File: src/rtl/alu_seq_exec.sv
// RV32 ALU behind a valid/ready handshake; define ALU_SEQ_FAST_SHIFT_EN for a barrel shifter instead of one-bit-per-cycle shifts.
// Latency: 1 cycle for all ops; iterative shifts take shamt+1 cycles.
// Backpressure: result held in DONE until out_ready; in_ready low while shifting, high in DONE only with out_ready.
module alu_seq_exec #(
  parameter int DATA_WIDTH = 32
) (
  input  logic                  clk,
  input  logic                  reset,
  input  logic                  in_valid,
  output logic                  in_ready,
  input  logic [3:0]            Operation,
  input  logic [DATA_WIDTH-1:0] SrcA,
  input  logic [DATA_WIDTH-1:0] SrcB,
  output logic                  out_valid,
  input  logic                  out_ready,
  output logic [DATA_WIDTH-1:0] ALUResult,
  output logic                  Zero
);

  typedef enum logic [1:0] {IDLE, SHIFT, DONE} state_t;

  state_t                state;
  logic [DATA_WIDTH-1:0] res;
  logic [4:0]            cnt;
  logic [3:0]            op_q;
  logic [4:0]            shamt;
  logic [DATA_WIDTH-1:0] alu_out;
  logic                  accept;
  logic                  iter_start;

  assign shamt     = SrcB[4:0];
  assign in_ready  = (state == IDLE) || ((state == DONE) && out_ready);
  assign accept    = in_valid && in_ready;
  assign out_valid = (state == DONE);
  assign ALUResult = res;
  assign Zero      = (res == '0);

`ifdef ALU_SEQ_FAST_SHIFT_EN
  assign iter_start = 1'b0;
`else
  logic is_shift;
  assign is_shift   = (Operation == 4'b0111) || (Operation == 4'b1110) || (Operation == 4'b1111);
  assign iter_start = is_shift && (shamt != 5'd0);
`endif

  always_comb begin
    alu_out = '0;
    case (Operation)
      4'b0000: alu_out = SrcA & SrcB;
      4'b0001: alu_out = SrcA | SrcB;
      4'b0010: alu_out = SrcA + SrcB;
      4'b0011: alu_out = SrcA + DATA_WIDTH'(4);
      4'b0101: alu_out = SrcA ^ SrcB;
      4'b0110: alu_out = SrcA - SrcB;
      4'b1000: alu_out = {{(DATA_WIDTH-1){1'b0}}, (SrcA == SrcB)};
      4'b1001: alu_out = {{(DATA_WIDTH-1){1'b0}}, (SrcA != SrcB)};
      4'b1010: alu_out = {{(DATA_WIDTH-1){1'b0}}, ($signed(SrcA) >= $signed(SrcB))};
      4'b1011: alu_out = SrcB;
      4'b1100: alu_out = {{(DATA_WIDTH-1){1'b0}}, ($signed(SrcA) < $signed(SrcB))};
`ifdef ALU_SEQ_FAST_SHIFT_EN
      4'b0111: alu_out = SrcA << shamt;
      4'b1110: alu_out = $signed(SrcA) >>> shamt;
      4'b1111: alu_out = SrcA >> shamt;
`else
      // Only reached with shamt == 0; nonzero shifts go through SHIFT.
      4'b0111, 4'b1110, 4'b1111: alu_out = SrcA;
`endif
      default: alu_out = '0;
    endcase
  end

  always_ff @(posedge clk or posedge reset) begin
    if (reset) begin
      state <= IDLE;
      res   <= '0;
      cnt   <= '0;
      op_q  <= '0;
    end else begin
      case (state)
        SHIFT: begin
          case (op_q)
            4'b0111: res <= res << 1;
            4'b1110: res <= {res[DATA_WIDTH-1], res[DATA_WIDTH-1:1]};
            default: res <= res >> 1;
          endcase
          cnt <= cnt - 5'd1;
          if (cnt == 5'd1) state <= DONE;
        end
        DONE: begin
          if (out_ready && !accept) state <= IDLE;
        end
        default: ;
      endcase
      // Accept only happens in IDLE/DONE, so it never collides with the SHIFT update.
      if (accept) begin
        if (iter_start) begin
          res   <= SrcA;
          cnt   <= shamt;
          op_q  <= Operation;
          state <= SHIFT;
        end else begin
          res   <= alu_out;
          state <= DONE;
        end
      end
    end
  end

endmodule

File: config.mk
export PLATFORM = sky130hd
export DESIGN_NAME = alu_seq_exec
export DESIGN_NICKNAME = d
export VERILOG_FILES = /design/src/rtl/alu_seq_exec.sv
export SDC_FILE = /design/constraint.sdc
export NUM_CORES = 1
export LEC_CHECK = 0
export BUFFER_PORTS_ARGS = -buffer_cell sky130_fd_sc_hd__buf_2
export CAP_MARGIN = 0
export CORE_ASPECT_RATIO = 0.8
export CORE_MARGIN = 2
export CORE_UTILIZATION = 45
export CTS_CLUSTER_SIZE = 25
export DETAILED_ROUTE_END_ITERATION = 8
export GPL_TIMING_DRIVEN = 0
export MAX_ROUTING_LAYER = met4
export PLACE_DENSITY = 0.75
export SETUP_SLACK_MARGIN = 0.15
export SYNTH_ARGS = -nofsm -noshare
export SYNTH_HDL_FRONTEND = slang
export SYNTH_SLANG_ARGS = --single-unit
File: constraint.sdc
create_clock -name clk -period 1.94 [get_ports clk]
set_input_delay 0.388 -clock clk [delete_from_list [all_inputs] [get_ports clk]]
set_output_delay 0.388 -clock clk [all_outputs]
set_load 0.1 [all_outputs]
==> summary.txt <==
Floorplanning
  – Boundary Pins: 107
  – DIE AREA: 20880 um^2
  – Die W: 161.1 um
  – Die H: between 100 and 150 um
  – Core Region: 19140 um^2
  – Initial Util: 46.39%
  – FP Rows: between 40 and 50

Logic synthesis
  – Share of the synthesized area in the top cell type: ~14%
  – Most numerous cell in the Yosys netlist: nand2_1
  – Synthesized area: 8880 um^2
  – Synth Instances: roughly 1300
  – Synth top cells by count: nand2_1 (141), nor2_1 (124), a21oi_1 (112), ha_1 (100), inv_1 (99)
  – Post-synthesis sequential area ratio: between 10 and 15%
  – Count of cell types in the netlist: 85
  – Synth Register Bits: between 40 and 50
  – Post-synth EDFFs: 0
  – Ys Warns: 0
  – Post-synth top area cell: ha_1
  – Syn Nets: 1460
  – Syn Area/Cell: 6.905 um^2
  – Synth top area cells: ha_1 (14%), dfrtp_1 (12%), a21oi_1 (6.3%), nand2_1 (6.0%), nor2_1 (5.2%)
  – Ys async rst share: 100.0%
  – Main synth FF type: dfrtp_1

Global routing
  – Initial antenna violation count: 1
  – Largest net degree at the start of global routing: 32
  – GR Util All Layers: 47.40%
  – Grt total ovfl: 0
  – First-pass GRT wire length: 72190 um
  – Number of global-route vias before repair: 11390

Placement
  – Routability cong.: around 1.0
  – Count of input and output buffers: roughly 100
  – Pre-CTS setup slack: -1.953 ns
  – Dpl hpwl: 34720 um

Drt
  – Vias per cell: 7.102
  – WL/cell: about 29 um
  – Vias after detailed routing: between 10000 and 15000
  – Initial drt markers: 2104
  – Initial DRT Pass Iterations: 9
  – Post-DRT Antenna Nets: 0
  – Final WL: roughly 51000 um
  – Drc violations: 25

Power
  – Net switching power: 8.185 mW
  – Power share of the clock group: 9.0%
  – Gate power share: between 70% and 80%
  – Pwr dens: about 1000 nW/um^2
  – IR drop worst, VDD: 0.001377 V
  – Sequential power share: between 15 and 20%
  – Switching Fraction: 60.65%
  – P_int: 5.311 mW
  – Leakage power: 5.406 nW

Min path
  – Hold crit path type: in -> async

STA
  – Fmax: 338.3 MHz
  – Max-slew violations: 0
  – RSZ-0062 raised after global routing: yes
  – Crit share post-route: 152.4%
  – Measured slew at the worst slew-check pin: 0.7954 ns
  – Crit path time final: about 3.0 ns
  – Rel. slew slack: between 40% and 50%
  – Worst Setup Slack, final: -1.016 ns
  – Final Hold Viols: 0
  – Endpoints failing setup: 44
  – Clock Skew: 0.01088 ns
  – Hold WS: 0.03678 ns

CTS
  – Root buffer cell: clkbuf_16
  – CTS tree: built
  – Clk_lat worst skew: 0.31 ns
  – Clock Path Buffers: 2
  – Worst-path clk slew: ~0.080 ns
  – Total CTS buffers: 5
  – # clock sinks: between 40 and 50
  – CTS H-tree lvls: 2
  – Hold_buf cts: 0

Setup path
  – CP Launch Type: input port
  – Data arrival time of the critical path: between 3 and 4 ns
  – CP required: 2.13 ns
  – Crit path capture type: register
  – Kind of critical path: in -> reg
  – Peak fanout along the critical path: 3

Cells and area
  – Area Overhead vs Synth: 48.23%
  – Share of layout cells above drive strength 1: between 30% and 40%
  – Fillers: 1556
  – Nets: 1671

Run status
  – Failing checks: design-rule violations, negative setup slack
  – Status: finished, violations left

Job
  – Max cap viols: 0
[critical path: stages]
cell and delay (ns):
buf_12 0.12, inv_12 0.04, ha_4 0.12, inv_2 0.05
fa_2 0.36, nor2b_4 0.14, o21a_1 0.20, o31a_1 0.26
buf_6 0.14, buf_6 0.12, nor2_4 0.14, o211a_4 0.21
o31ai_4 0.09, a211oi_2 0.41, mux2i_1 0.24, a31oi_1 0.10
[cell families after synthesis]
kind of cell               after synthesis  synth area share, %
AOI/OAI and AO/OA                      444                34.86
and+or+nand+nor                        457                24.71
xor gates and xnor gates                39                3.931
muxes                                   13                1.522
adders and majority gates              102                14.54
buffers and inverters                  188                8.314
DFF                                     43                12.12
[cell type report]
cell class | instances | area (um^2) | area share (%)
clock buffer | 5 | 125.1 | 0.9506
buffer | 86 | 814.5 | 6.188
multi-input combinational | 1055 | 8518 | 64.71
inverter | 102 | 473.0 | 3.593
tap | 258 | 322.8 | 2.452
clock inverter | 3 | 67.56 | 0.5133
timing repair buffer | 204 | 1744 | 13.25
sequential | 43 | 1095 | 8.318
antenna | 1 | 2.502 | 0.01901
[path summary, 6_finish.rpt]
path                                                  end  slack (ns)                start  depth (start not counted)
worst max-delay path            ALUResult[26]$_DFFE_PP0P_       -1.02              SrcA[0]                         16
worst min-delay path                  op_q[2]$_DFFE_PP0P_        0.04                reset                          2
worst max register to register  ALUResult[20]$_DFFE_PP0P_       -0.52  op_q[3]$_DFFE_PP0P_                         11
worst min register to register        op_q[2]$_DFFE_PP0P_        0.55  op_q[2]$_DFFE_PP0P_                          1
max in group asynchronous       ALUResult[14]$_DFFE_PP0P_        1.36                reset                          3
min in group clk                 ALUResult[6]$_DFFE_PP0P_        0.34              SrcA[6]                          2
[state kept, by name, summed over array words and instances (netlist names)]
register	flops
state	2
ALUResult	32
op_q	4
cnt	5
[power groups by stage]
stage / sequential, mW / combinational, mW / clock (mW)
floorplan: 4.18 / 3.88 / 0
global placement: 2.13 / 8.02 / 0
detailed placement: 2.14 / 8.07 / 0
CTS: 2.15 / 9.02 / 1.18
global route: 2.31 / 10.4 / 1.22
finish: 2.32 / 9.96 / 1.21
[per-layer routing]
metal | wire length [um] | share of wire, % | global-route usage (%)
met1 | 19630 | 39 | 60.71
met2 | 20280 | 40 | 66.88
met3 | 7692 | 15 | 16.01
met4 | 3159 | 6.2 | 22.48
met5 | 0 | 0 | -
[cells in the final DEF (no fill, tap or decap), types with 10 or more instances in the layout]
cell type  instances
o21ai_1           22
a31oi_1           32
inv_4             11
inv_1             65
ha_4              24
ha_1              72
a21oi_1           85
buf_4             84
nor2_4            12
nor3_1            19
buf_8             13
nand2_1          133
clkbuf_2          15
inv_2             16
o211ai_1          19
a222oi_1          20
a21o_1            14
o21ai_0           36
buf_12            19
nor4_2            10
clkbuf_4          20
a221oi_2          10
dfrtp_1           28
nand2b_1          11
xnor2_1           32
buf_2             79
a221oi_1          12
a22oi_1           18
o21ai_2           12
nand3_1           40
dfrtp_2           15
nor2_1           103
a21oi_2           22
o2111ai_1         12
nor2_2            10
nand4_1           13
buf_6             38
clkbuf_8          11
or3_1             10
[stage by stage]
| step | util (%) | TNS (ns) | std cells | area (um^2) | power [mW] |
|---|---|---|---|---|---|
| final | 68.76 | -23.73 | 1757 | 13160 | 13.50 |
| after global routing | 68.76 | -25.03 | 1757 | 13160 | 13.89 |
| after CTS | 64.67 | -20.16 | 1720 | 12380 | 12.35 |
| after detailed placement | 54.10 | -58.20 | 1650 | 10360 | 10.21 |
| after global placement | 53.88 | -71.98 | 1648 | 10310 | 10.15 |
| after floorplan | - | -13.73 | 1286 | 9472 | 8.057 |
[timing repair]
| item | 4_1_cts | 5_1_grt |
|---|---|---|
| pin swaps | 87 | 83 |
| gates cloned | 2 | 1 |
| resized for setup | 332 | 136 |
| setup endpoints to repair | 45 | 46 |
| buffers inserted | 60 | 35 |
No activity file was read; power rests on OpenSTA's default activity.
